### src/rtl/sobel_gradient.sv
// Sobel gradient stage: takes a 3x3 window and produces Gx, Gy and a saturated 8-bit magnitude
// through a 3-stage elastic pipeline. Define SOBEL_THRESHOLD_EN to add the THRESH parameter and edge_o.
module sobel_gradient #(
    parameter int MAG_SHIFT = 0,
    parameter int COUNT_W   = 16
`ifdef SOBEL_THRESHOLD_EN
    ,
    parameter logic [7:0] THRESH = 8'd128
`endif
) (
    input  logic                      clk,
    input  logic                      rst,
    input  logic [7:0]                window [0:8],
    input  logic                      in_valid,
    output logic                      in_ready,
    input  logic                      out_ready,
    output logic                      out_valid,
    output logic signed [10:0]        grad_x,
    output logic signed [10:0]        grad_y,
    output logic [7:0]                magnitude,
    output logic [COUNT_W-1:0]        pix_count
`ifdef SOBEL_THRESHOLD_EN
    ,
    // "edge" is a reserved word, hence the suffixed name.
    output logic                      edge_o
`endif
);

    // Handshake: a stage transfers on valid && ready. A stage is ready when it is empty or its
    // contents leave this cycle; readiness ripples combinationally from out_ready back to in_ready.
    logic s1_ready, s2_ready, s3_ready;
    logic s1_load, s2_load, s3_load, out_xfer;

    // Stage 1: weighted column/row sums
    logic       s1_valid_q, s1_valid_d;
    logic [9:0] l_q, r_q, t_q, b_q;
    logic [9:0] l_d, r_d, t_d, b_d;

    // Stage 2: signed gradients and their magnitudes
    logic               s2_valid_q, s2_valid_d;
    logic signed [10:0] gx_q, gy_q, gx_d, gy_d;
    logic [9:0]         ax_q, ay_q, ax_d, ay_d;

    // Stage 3: output register
    logic               s3_valid_q, s3_valid_d;
    logic signed [10:0] grad_x_q, grad_y_q, grad_x_d, grad_y_d;
    logic [7:0]         mag_q, mag_d;
    logic [COUNT_W-1:0] count_q, count_d;

    logic signed [10:0] gx_c, gy_c, ngx_c, ngy_c;
    logic [10:0]        sum_c, shifted_c;
    logic [7:0]         mag_c;

    function automatic logic [9:0] wsum(input logic [7:0] a, input logic [7:0] c, input logic [7:0] e);
        return {2'b00, a} + {1'b0, c, 1'b0} + {2'b00, e};
    endfunction

    assign s3_ready = !s3_valid_q || out_ready;
    assign s2_ready = !s2_valid_q || s3_ready;
    assign s1_ready = !s1_valid_q || s2_ready;
    assign in_ready = s1_ready;

    assign s1_load  = in_valid && s1_ready;
    assign s2_load  = s1_valid_q && s2_ready;
    assign s3_load  = s2_valid_q && s3_ready;
    assign out_xfer = s3_valid_q && out_ready;

    always_comb begin
        gx_c      = $signed({1'b0, r_q}) - $signed({1'b0, l_q});
        gy_c      = $signed({1'b0, b_q}) - $signed({1'b0, t_q});
        ngx_c     = -gx_c;
        ngy_c     = -gy_c;
        sum_c     = {1'b0, ax_q} + {1'b0, ay_q};
        shifted_c = sum_c >> MAG_SHIFT;
        mag_c     = (shifted_c > 11'd255) ? 8'hFF : shifted_c[7:0];
    end

    always_comb begin
        // Valids only depend on handshake signals, so X on an idle window never reaches them.
        s1_valid_d = s1_ready ? in_valid   : s1_valid_q;
        s2_valid_d = s2_ready ? s1_valid_q : s2_valid_q;
        s3_valid_d = s3_ready ? s2_valid_q : s3_valid_q;

        l_d = l_q;
        r_d = r_q;
        t_d = t_q;
        b_d = b_q;
        if (s1_load) begin
            l_d = wsum(window[0], window[3], window[6]);
            r_d = wsum(window[2], window[5], window[8]);
            t_d = wsum(window[0], window[1], window[2]);
            b_d = wsum(window[6], window[7], window[8]);
        end

        gx_d = gx_q;
        gy_d = gy_q;
        ax_d = ax_q;
        ay_d = ay_q;
        if (s2_load) begin
            gx_d = gx_c;
            gy_d = gy_c;
            ax_d = gx_c[10] ? ngx_c[9:0] : gx_c[9:0];
            ay_d = gy_c[10] ? ngy_c[9:0] : gy_c[9:0];
        end

        grad_x_d = grad_x_q;
        grad_y_d = grad_y_q;
        mag_d    = mag_q;
        if (s3_load) begin
            grad_x_d = gx_q;
            grad_y_d = gy_q;
            mag_d    = mag_c;
        end

        count_d = out_xfer ? count_q + COUNT_W'(1) : count_q;
    end

    always_ff @(posedge clk) begin
        if (rst) begin
            s1_valid_q <= 1'b0;
            s2_valid_q <= 1'b0;
            s3_valid_q <= 1'b0;
            l_q        <= '0;
            r_q        <= '0;
            t_q        <= '0;
            b_q        <= '0;
            gx_q       <= '0;
            gy_q       <= '0;
            ax_q       <= '0;
            ay_q       <= '0;
            grad_x_q   <= '0;
            grad_y_q   <= '0;
            mag_q      <= '0;
            count_q    <= '0;
        end else begin
            s1_valid_q <= s1_valid_d;
            s2_valid_q <= s2_valid_d;
            s3_valid_q <= s3_valid_d;
            l_q        <= l_d;
            r_q        <= r_d;
            t_q        <= t_d;
            b_q        <= b_d;
            gx_q       <= gx_d;
            gy_q       <= gy_d;
            ax_q       <= ax_d;
            ay_q       <= ay_d;
            grad_x_q   <= grad_x_d;
            grad_y_q   <= grad_y_d;
            mag_q      <= mag_d;
            count_q    <= count_d;
        end
    end

    assign out_valid = s3_valid_q;
    assign grad_x    = grad_x_q;
    assign grad_y    = grad_y_q;
    assign magnitude = mag_q;
    assign pix_count = count_q;

`ifdef SOBEL_THRESHOLD_EN
    // Compared against the saturated magnitude, loaded and held exactly like mag_q.
    logic edge_q, edge_d;

    always_comb begin
        edge_d = edge_q;
        if (s3_load) begin
            edge_d = (mag_c >= THRESH);
        end
    end

    always_ff @(posedge clk) begin
        if (rst) begin
            edge_q <= 1'b0;
        end else begin
            edge_q <= edge_d;
        end
    end

    assign edge_o = edge_q;
`endif

endmodule
### config.mk
export PLATFORM = sky130hd
export DESIGN_NAME = sobel_gradient
export DESIGN_NICKNAME = d
export VERILOG_FILES = /design/src/rtl/sobel_gradient.sv
export SDC_FILE = /design/constraint.sdc
export NUM_CORES = 1
export LEC_CHECK = 0
export BUFFER_PORTS_ARGS = -buffer_cell sky130_fd_sc_hd__buf_2
export CORE_MARGIN = 2
export CORE_UTILIZATION = 36
export CTS_BUF_LIST = sky130_fd_sc_hd__clkbuf_8
export DETAILED_ROUTE_END_ITERATION = 12
export GPL_TIMING_DRIVEN = 0
export SLEW_MARGIN = 20
export SYNTH_ARGS = -nofsm -noshare
export SYNTH_HDL_FRONTEND = slang
export SYNTH_SLANG_ARGS = --single-unit
### constraint.sdc
create_clock -name clk -period 6.75 [get_ports clk]
set_input_delay 0.3375 -clock clk [delete_from_list [all_inputs] [get_ports clk]]
set_output_delay 0.3375 -clock clk [all_outputs]
set_load 0.1 [all_outputs]
==> summary.md, run 1 <==
| Metric | Value |
|---|---|
| Avg WL per Cell | `~15 um` |
| Sw Pwr | `1.03 mW` |
| Setup crit end kind | `register` |
| PostCTS Resize Cnt | `0` |
| Critical Path End | `ax_q[8]` |
| Max Fclk | `337 MHz` |
| Slowest CP cell | `fa_1` |
| Power Internal | `1.59 mW` |
| DP Area | `between 8000 and 9000 um^2` |
| CTS tree | `built` |
| Setup TNS | `0 ns` |
| Die width | `152 um` |
| FF+latch count, synth | `roughly 130` |
| Iter 0 DRT Violations | `between 300 and 400` |
| DP HPWL | `~16 mm` |
| Number of flops mapped to enable cells by yosys | `0` |
| Max FO, Critical Path | `10` |
| Unique masters post-synth | `54` |
| Worst Skew | `roughly 0.016 ns` |
| Vias in the first global route | `~6800` |
| Initial antenna violation count | `0` |
| Placed Cells incl. Taps | `~1300` |
| Critical path class | `reg -> reg` |
| Tightest Pin Transition | `a little under 0.8 ns` |
| Switching share of total power | `0.394` |
| Mapped Area | `between 7000 and 8000 um^2` |
| Inserted Diodes | `0` |
| Initial Utilization | `0.365` |
| Period utilization | `0.440` |
| Final core occ | `0.426` |
| Residual DRC | `0` |
| Status | `finished clean` |
| Final setup violation count | `0` |
| Global-route wire length before repair | `between 30 and 40 mm` |
| Worst vdd ir | `roughly 120 uV` |
| R2r setup slk | `3.78 ns` |
| Final GP Congestion | `between 0.8 and 0.9` |
| Minimum clock period | `between 2 and 3 ns` |
| Synthesis Warnings | `0` |
| CTS Sinks | `roughly 130` |
| Drt via density | `a little over 5` |
| Hold_buf cts | `0` |
| IO buf count | `roughly 120` |
| Worst Hold Class | `in -> reg` |
| Max Cap Violations | `0` |
| Clock transition at path regs | `~0.08 ns` |
| Die height | `about 150 um` |
| WL final | `just over 20 mm` |
| Critical path required time | `~7.1 ns` |
| Fin cells | `about 1400` |
| Max-slew headroom | `0.472` |
| Net count after synthesis | `1123` |
| Avg Cell Area, Syn | `8.40 um^2` |
| Clock power share | `0.249` |
| Largest net degree at the start of global routing | `17` |
| Total power | `2.62 mW` |
| Post-Synthesis Cells | `943` |
| Finished Cell Area | `approximately 9200 um^2` |
| Core area | `~22000 um^2` |
| Via count | `~6900` |
| RSZ-0062 raised after global routing | `false` |
| Crit path launch type | `register` |
| Cell repeated most along the worst path | `inv_1` |
| GRT overflow | `0` |
| Synth Flop Type | `dfxtp_1` |
| Clock tree buffer depth | `2` |
| CP peak stage delay | `about 0.42 ns` |
| Layout cells sized above 1 | `0.149` |
| Clock Latency Late Sink | `0.45 ns` |
| Htree depth | `4` |
| Max-slew violation count | `0` |
| # Post-CTS Setup Buffers | `0` |
| Number of fill cells in the layout | `approximately 2300` |
| Share of total power in sequential cells | `0.335` |
| Global Route Usage Sum | `0.178` |
| Synthesis-to-layout area growth | `16.6%` |
| Worst R2R Path Depth | `12` |
| Sequential fraction of the synthesis area | `0.326` |
| Layout Nets | `roughly 1300` |
| Final setup margin | `about 3.8 ns` |
| RR Startpoint | `r_q[0]` |
| IO Pins | `124` |
| Async SR Flop Fraction | `0` |
| Root buf cell | `clkbuf_8` |
| Final hold viol count | `0` |
| Crit path from | `r_q[0]` |
| Pre-antenna DRT Iters | `4` |
| Logic pwr share | `0.416` |
| Full die area | `between 20000 and 25000 um^2` |
| Worst hold slack | `0.162 ns` |
| Site row count | `between 50 and 60` |
| Worst r2r dst | `ax_q[8]` |
| Critical Path AT | `3.33 ns` |
| Worst slack, placed | `around 3.6 ns` |
| Pwr dens | `between 200 and 300 nW/um^2` |
| Critical-path cell list | `inv_1 > ha_1 > inv_1 > fa_1 > a211oi_2 > nor3_1 > o221a_2 > o22a_1 > clkbuf_1 > a41oi_1 > xnor2_1 > a211oi_1` |
| Total CTS buffers | `17` |
| P_leak | `3.91 nW` |
| Final ANT Viol Nets | `0` |
-- cells in the mapped netlist (3+ instances only) --
library cell  number  area share
nor2b_1           14       0.011
nor3_1            17       0.011
xnor2_1           23       0.025
nand4_1            5      0.0039
and3_1             4      0.0032
a211oi_2           4      0.0063
a31oi_1            4      0.0032
a21o_1            12       0.011
nor4b_1            3      0.0033
xor2_1            23       0.025
or4_1              3      0.0028
ha_1              69        0.11
inv_1             59       0.028
dfxtp_1          129        0.33
clkbuf_1          38       0.018
nand2_1          133       0.063
and2_1             4      0.0032
nor2_1           101       0.048
a21boi_0           8      0.0076
a21oi_1          107       0.068
nor3b_1            8      0.0076
or3_1             11      0.0087
fa_1              35       0.088
a41oi_1            4      0.0044
nand3_1           16       0.010
o21ai_0           35       0.022
a311oi_1           4      0.0044
a211oi_1          24       0.023
-- flip-flops by register name, summed over array words and instances (netlist names), 8 cells and up --
register and count:
ay_q 9, pix_count 16, gy_q 11, grad_y 11, grad_x 11, l_q 10
b_q 10, ax_q 9, r_q 10, gx_q 11, magnitude 8, t_q 10
-- kinds of logic after synthesis --
| kind of cell | count (synthesis) | share of synthesized area |
|---|---|---|
| AOI/OAI and AO/OA | 232 | 0.187 |
| xor gates and xnor gates | 47 | 0.0529 |
| adders and majority gates | 104 | 0.197 |
| buffers and inverters | 99 | 0.0469 |
| DFF | 129 | 0.326 |
| muxes | 2 | 0.00253 |
| and+or+nand+nor | 330 | 0.188 |
-- critical path: cells and delay by family (launching register included) --
kind	cells	cell delay [ns]
AO/OA/AOI/OAI	5	1.29
adder cells (fa/ha/maj)	2	0.60
buffers and inverters	3	0.43
flip-flops	1	0.31
XOR/XNOR	1	0.12
AND/OR/NAND/NOR	1	0.11
-- worst min-delay path by stage --
stage	from	to	slack [ns]	depth (start not counted)
2_1_floorplan	l_q[7]	l_q[7]	0.43	2
3_3_place_gp	l_q[4]	l_q[4]	0.44	2
3_5_place_dp	l_q[6]	l_q[6]	0.45	2
4_1_cts	in_valid	s1_valid_q	0.14	3
5_1_grt	in_valid	s1_valid_q	0.15	3
6_report	in_valid	s1_valid_q	0.16	3
-- area by class of cell --
cell class                 instances  area [um^2]  area share
multi-input combinational        715         4970       0.538
clock buffer                      18          248      0.0268
buffer                            40          150      0.0163
timing repair buffer             115          576      0.0623
tap                              280          350      0.0379
clock inverter                    14          140      0.0152
inverter                          59          221      0.0240
sequential                       129         2580       0.280
-- power groups by stage --
stage,Combinational (mW),Clock [mW],Sequential (mW)
CTS,1.09,0.663,0.879
global route,1.22,0.699,0.887
detailed placement,1.08,0,0.896
floorplan,0.768,0,0.927
finish,1.09,0.654,0.879
global placement,1.08,0,0.895
-- placed cells by master, fill, tap and decap left out, types with 24 or more instances in the layout --
| cell | instances |
|---|---|
| buf_2 | 115 |
| clkbuf_1 | 38 |
| o21ai_0 | 35 |
| nand2_1 | 133 |
| ha_1 | 69 |
| inv_1 | 61 |
| dfxtp_1 | 129 |
| fa_1 | 35 |
| nor2_1 | 101 |
| a211oi_1 | 24 |
| a21oi_1 | 107 |
-- per-layer routing --
metal / GRT usage / share of wire / up-vias
met5: 0 / 0 / -
met4: 0.0516 / 0.016 / 0
met3: 0.0358 / 0.036 / 21
met2: 0.306 / 0.48 / 126
met1: 0.226 / 0.47 / 3214
li1: - / - / 3524
No activity file was read; power rests on OpenSTA's default activity.
==> run 2: changes to the inputs <==
Clock period 6.75 ns to 2.8 ns, I/O delays scaled along.
==> run 2 against run 1 <==
Non-clock buffer count rose by 4. Design area rose by 3.2%. Via count fell by 0.65%. Sequential power rose by 140%. Count of clock-buffer cells in the layout rose by 2. Register-to-register slack got worse by 3.8 ns. Critical path depth fell by 1. Flip-flop and latch count did not move. Power rose to 2.5 times the previous value. Global-route usage rose by 0.22 points. Largest cell class unchanged. Largest power group unchanged.
==> summary.md, run 2 (same netlist as run 1, synthesis figures left out) <==
| Metric | Value |
|---|---|
| Max FO, Critical Path | `10 (unchanged)` |
| Iter 0 DRT Violations | `312 (-1.9%)` |
| Status | `finished clean` |
| Clock power share | `0.246 (-0.003)` |
| Power Internal | `4.02 mW (+150%)` |
| Number of fill cells in the layout | `2207 (-2.0%)` |
| Initial antenna violation count | `0 (unchanged)` |
| Global-route wire length before repair | `33.8 mm (+1.1%)` |
| Most common library cell in the layout ignoring fill and taps | `nand2_1` |
| Total power | `6.63 mW (+150%)` |
| Critical Path AT | `3.07 ns (-0.26 ns)` |
| Site row count | `54 (unchanged)` |
| Tightest Pin Transition | `0.753 ns (-0.0318 ns)` |
| Vias in the first global route | `6931 (+1.6%)` |
| Pre-antenna DRT Iters | `4 (unchanged)` |
| Worst slack, placed | `-0.179 ns (-3.79 ns)` |
| Inserted Diodes | `0 (unchanged)` |
| Slowest CP cell | `fa_2` |
| Largest register FFs | `16 (unchanged)` |
| Critical path class | `reg -> reg` |
| Setup crit end kind | `register` |
| Max Fclk | `361 MHz (+7.0%)` |
| Final setup margin | `0.0276 ns (-3.76 ns)` |
| Core area | `21700 um^2 (unchanged)` |
| Die height | `152 um (unchanged)` |
| Crit path launch type | `register` |
| Total CTS buffers | `17 (unchanged)` |
| Minimum clock period | `2.77 ns (-0.195 ns)` |
| Most frequent cells in the layout | `nand2_1 (133), dfxtp_1 (128), buf_2 (115)` |
| Layout Nets | `1261 (+0.32%)` |
| Worst Skew | `0.0155 ns (-0.000163 ns)` |
| WL final | `20.6 mm (+0.98%)` |
| IO Pins | `124 (unchanged)` |
| Critical-path cell list | `ha_4 > inv_2 > fa_2 > a211oi_4 > nor3_2 > o221a_2 > o22a_4 > clkbuf_8 > a21oi_2 > xor2_1 > a211oi_1` |
| Logic pwr share | `0.434 (+0.018)` |
| Clock Latency Late Sink | `0.45 ns (about the same)` |
| Worst R2R Path Depth | `11 (-1)` |
| Global Route Usage Sum | `0.180 (+0.00215)` |
| Critical path required time | `3.10 ns (-4.02 ns)` |
| Max Cap Violations | `0 (unchanged)` |
| Layout cells sized above 1 | `0.182 (+0.0334)` |
| Avg WL per Cell | `15.0 um (+0.76%)` |
| Crit path max-delay family | `compound AO/OA/AOI/OAI gates` |
| Final GP Congestion | `0.873 (+1.2%)` |
| Full die area | `23200 um^2 (unchanged)` |
| Area of the multi-input gates | `5200 um^2 (+4.6%)` |
| CTS tree | `built` |
| Worst Hold Class | `in -> reg` |
| P_leak | `3.98 nW (+1.8%)` |
| Worst hold slack | `0.0210 ns (-0.141 ns)` |
| Residual DRC | `0 (unchanged)` |
| Drt via density | `4.98 (-0.87%)` |
| Die width | `152 um (unchanged)` |
| Synthesis-to-layout area growth | `20.3%` |
| Worst path depth | `11 (-1)` |
| Sw Pwr | `2.61 mW (+150%)` |
| GRT overflow | `0 (unchanged)` |
| DP HPWL | `16.3 mm (+0.11%)` |
| CTS Sinks | `129 (unchanged)` |
| Sequential Area | `2580 um^2 (about the same)` |
| Final hold viol count | `0 (unchanged)` |
| Final ANT Viol Nets | `0 (unchanged)` |
| R2r setup slk | `0.03 ns (-3.76 ns)` |
| Max-slew violation count | `0 (unchanged)` |
| Htree depth | `4 (unchanged)` |
| Initial Utilization | `0.365 (unchanged)` |
| CP peak stage delay | `0.41 ns (about the same)` |
| Switching share of total power | `0.394 (about the same)` |
| Clock tree buffer depth | `2 (unchanged)` |
| Largest net degree at the start of global routing | `17 (unchanged)` |
| Clock transition at path regs | `0.08 ns (about the same)` |
| Worst vdd ir | `276 uV (+130%)` |
| Final setup violation count | `0 (unchanged)` |
| Max-slew headroom | `0.494 (+0.0219)` |
| Worst path buffer plus inverter count | `2 (-1)` |
| Root buf cell | `clkbuf_8` |
| Share of total power in sequential cells | `0.320 (-0.015)` |
| Via count | `6840 (-0.65%)` |
| Period utilization | `0.990 (+0.551)` |
| Worst hold path stage count | `4 (+1)` |
| Pwr dens | `696 nW/um^2 (+150%)` |
| Final core occ | `0.439 (+0.0134)` |
| IO buf count | `115 (unchanged)` |
run 2: per-stage QoR:
step	cell area, um^2	TNS [ns]	cells
detailed placement	8860	-0.879	1338
global placement	8860	-0.729	1338
finish	9530	0	1373
CTS	9320	0	1370
floorplan	7940	0	943
global route	9530	-0.162	1373
run 2: final timing paths:
kind,endpoint,from
hold reg to reg,grad_y[8],grad_y[8]
hold / removal,pix_count[1],out_ready
setup reg to reg,ax_q[5],l_q[0]
setup / recovery,ax_q[5],l_q[0]
run 2: power groups by stage:
stage | Sequential (mW) | Clock, mW | Combinational, mW
final | 2.12 | 1.63 | 2.88
after global routing | 2.14 | 1.76 | 3.20
after CTS | 2.12 | 1.67 | 2.66
after detailed placement | 2.16 | 0 | 2.60
after global placement | 2.16 | 0 | 2.59
after floorplan | 2.23 | 0 | 1.85
run 2: layout make-up:
cell class                      instances  share of cell area
Clock inverter                         11              0.0134
Tap cell                              280              0.0368
Multi-Input combinational cell        715               0.545
Clock buffer                           20              0.0289
Inverter                               59              0.0232
Buffer                                 40              0.0173
Timing Repair Buffer                  119              0.0638
Sequential cell                       129               0.271
run 2: repair_timing:
item,CTS,global route
hold buffers,1,0
hold endpoints to repair,1,0
gates resized for setup,9,36
buffers inserted,0,3
pin swaps,3,11
setup endpoints to repair,8,12
run 2: worst reg2reg max path, stage by stage, from the launching register on:
cell and delay (ns):
dfxtp_1 0.40, ha_4 0.16, inv_2 0.05, fa_2 0.41, a211oi_4 0.35, nor3_2 0.11, o221a_2 0.29, o22a_4 0.22
clkbuf_8 0.17, a21oi_2 0.12, xor2_1 0.23, a211oi_1 0.10
run 2: per-layer routing:
layer  GRT usage  vias to the layer above  part of all wire
li1            -                     3526                 -
met1       0.226                     3163              0.46
met2       0.303                      119              0.47
met3      0.0390                       32             0.040
met4      0.0690                        0             0.027
met5           0                        -                 0
==> run 3: changes to the inputs <==
Clock period 2.8 ns to 2.4 ns, I/O delays scaled along.
==> run 3 against run 2 <==
The flow now finishes with violations (setup timing). First-iteration DRC count increased by 33%. Largest cell class unchanged. Cell count is 2.1% higher. Critical path type unchanged. Non-clock buffer count rose by 28. Via count increased by 4.5%. Register-to-register slack got worse by 0.29 ns. Worst hold slack improved by 0.014 ns. Wire length rose by 2.9%. Flip-flop and latch count is the same. Clock power increased by 27%.
==> summary.md, run 3 (same netlist as run 1, synthesis figures left out) <==
| Metric | Value |
|---|---|
| Status | `complete, but fails checks` |
| Failing checks | `setup timing` |
| Power Internal | `5.30 mW (+32%)` |
| Inserted Diodes | `0 (unchanged)` |
| Most frequent cells in the layout | `nand2_1 (133), dfxtp_1 (118), buf_2 (115)` |
| Max-slew headroom | `0.540 (+0.0456)` |
| R2r setup slk | `-0.27 ns (-0.29 ns)` |
| WL final | `21.2 mm (+2.9%)` |
| RSZ-0062 raised after global routing | `true` |
| Core area | `21700 um^2 (unchanged)` |
| Crit path max-delay family | `compound AO/OA/AOI/OAI gates` |
| Worst hold path stage count | `4 (unchanged)` |
| Via count | `7151 (+4.5%)` |
| Vias in the first global route | `6938 (+0.10%)` |
| Clock Latency Late Sink | `0.45 ns (about the same)` |
| Synthesis-to-layout area growth | `28.1%` |
| Final setup margin | `-0.265 ns (-0.293 ns)` |
| CTS Sinks | `129 (unchanged)` |
| Htree depth | `4 (unchanged)` |
| Critical-path cell list | `inv_2 > ha_4 > inv_4 > fa_2 > a211oi_4 > buf_6 > buf_6 > o21bai_1 > a21oi_2 > xnor2_4 > a41oi_2 > xor2_1 > a22o_1` |
| Pre-antenna DRT Iters | `4 (unchanged)` |
| Layout cells sized above 1 | `0.254 (+0.0719)` |
| Sw Pwr | `3.35 mW (+28%)` |
| Critical Path AT | `3.01 ns (-0.06 ns)` |
| Clock power share | `0.239 (-0.007)` |
| Clock transition at path regs | `0.08 ns (about the same)` |
| Number of fill cells in the layout | `2187 (-0.91%)` |
| Worst slack, placed | `-0.580 ns (-0.402 ns)` |
| Worst Hold Class | `in -> reg` |
| Full die area | `23200 um^2 (unchanged)` |
| CP peak stage delay | `0.37 ns (-0.04 ns)` |
| Avg WL per Cell | `15.1 um (+0.80%)` |
| RR Startpoint | `r_q[0]` |
| GRT overflow | `0 (unchanged)` |
| Minimum clock period | `2.67 ns (-0.107 ns)` |
| Hold Crit Start | `out_ready` |
| Final setup violation count | `21 (+21)` |
| Clock tree buffer depth | `2 (unchanged)` |
| Worst r2r dst | `ax_q[9]` |
| Initial antenna violation count | `0 (unchanged)` |
| Max-slew violation count | `0 (unchanged)` |
| Sequential Area | `2600 um^2 (+0.58%)` |
| Slowest CP cell | `fa_2` |
| P_leak | `4.22 nW (+5.9%)` |
| Setup crit end kind | `register` |
| IO Pins | `124 (unchanged)` |
| Pwr dens | `853 nW/um^2 (+22%)` |
| Final GP Congestion | `0.866 (-0.77%)` |
| Switching share of total power | `0.387 (-0.00660)` |
| Die width | `152 um (unchanged)` |
| Crit path launch type | `register` |
| Crit path from | `r_q[0]` |
| Total CTS buffers | `17 (unchanged)` |
| Worst vdd ir | `333 uV (+21%)` |
| Iter 0 DRT Violations | `415 (+33%)` |
| Initial Utilization | `0.365 (unchanged)` |
| Critical path class | `reg -> reg` |
| IO buf count | `115 (unchanged)` |
| Worst Skew | `0.0139 ns (-0.00156 ns)` |
| Max FO, Critical Path | `5 (-5)` |
| Critical path required time | `2.74 ns (-0.36 ns)` |
| Final hold viol count | `0 (unchanged)` |
| Global-route wire length before repair | `34.6 mm (+2.4%)` |
| Worst path buffer plus inverter count | `4 (+2)` |
| Die height | `152 um (unchanged)` |
| Layout Nets | `1289 (+2.2%)` |
| Max Fclk | `375 MHz (+4.0%)` |
| Largest register FFs | `16 (unchanged)` |
| Worst R2R Path Depth | `13 (+2)` |
| Drt via density | `5.10 (+2.4%)` |
| Tightest Pin Transition | `0.690 ns (-0.0630 ns)` |
| Area of the multi-input gates | `5470 um^2 (+5.2%)` |
| Max Cap Violations | `0 (unchanged)` |
| Site row count | `54 (unchanged)` |
| Root buf cell | `clkbuf_8` |
| Final ANT Viol Nets | `0 (unchanged)` |
| Share of total power in sequential cells | `0.286 (-0.034)` |
| Final core occ | `0.468 (+0.0285)` |
| Logic pwr share | `0.474 (+0.040)` |
| Hold path endpoint | `pix_count[1]` |
| Largest net degree at the start of global routing | `17 (unchanged)` |
| Period utilization | `1.11 (+0.120)` |
| DP HPWL | `16.3 mm (about the same)` |
| Most common library cell in the layout ignoring fill and taps | `nand2_1` |
| Cell repeated most along the worst path | `buf_6` |
| Global Route Usage Sum | `0.183 (+0.00298)` |
| Residual DRC | `0 (unchanged)` |
| CTS tree | `built` |
## run 3: per-stage QoR
| step | instances | cell area [um^2] | power, mW | TNS, ns | hold slack (ns) |
|---|---|---|---|---|---|
| detailed placement | 1338 | 8980 | 5.67 | -11.59 | 0.405 |
| global placement | 1338 | 8980 | 5.66 | -10.81 | 0.391 |
| finish | 1402 | 10100 | 8.65 | -2.91 | 0.0347 |
| CTS | 1385 | 9830 | 8.24 | -3.24 | 0.000161 |
| global route | 1402 | 10100 | 9.19 | -5.20 | 0.00656 |
| floorplan | 943 | 8060 | 4.88 | -0.0171 | 0.271 |
## run 3: cell type report
type                       count  share of cell area
clock inverter                15              0.0207
sequential                   129               0.256
buffer                        40              0.0192
clock buffer                  17              0.0231
inverter                      59              0.0221
tap                          280              0.0345
multi-input combinational    715               0.539
timing repair buffer         147              0.0853
## run 3: worst register-to-register path, delay by kind of cell (launching register included)
family | cells | cell delay [ns]
AOI/OAI and AO/OA | 5 | 0.99
xor gates and xnor gates | 2 | 0.38
adders and majority gates | 2 | 0.52
buffers and inverters | 4 | 0.35
DFF | 1 | 0.33
## run 3: power groups by stage
| stage | Sequential, mW | Clock (mW) | Combinational [mW] |
|---|---|---|---|
| 2_1_floorplan | 2.61 | 0 | 2.27 |
| 5_1_grt | 2.50 | 2.20 | 4.49 |
| 3_5_place_dp | 2.52 | 0 | 3.15 |
| 3_3_place_gp | 2.52 | 0 | 3.14 |
| 6_report | 2.48 | 2.07 | 4.10 |
| 4_1_cts | 2.48 | 2.11 | 3.65 |
## run 3: how the worst max path moves through the flow
stage,depth (start not counted),end,slack (ns)
5_1_grt,13,ax_q[9],-0.39
6_report,13,ax_q[9],-0.27
2_1_floorplan,11,ax_q[9],-0.02
4_1_cts,12,ax_q[9],-0.25
3_3_place_gp,12,r_q[7],-0.52
3_5_place_dp,12,r_q[7],-0.58
## run 3: per-layer routing
layer	GRT usage	vias to the layer above	routed length (um)
met5	0	-	0
met3	0.0330	29	884
met4	0.0490	0	383
li1	-	3575	-
met1	0.236	3376	9630
met2	0.315	171	10300
## run 3: what timing repair did
item,in CTS,in global routing
endpoints found under the setup margin,41,66
endpoints found under the hold margin,1,0
resized for setup,68,49
hold buffers,1,0
setup buffers,14,17
pin swaps,47,38
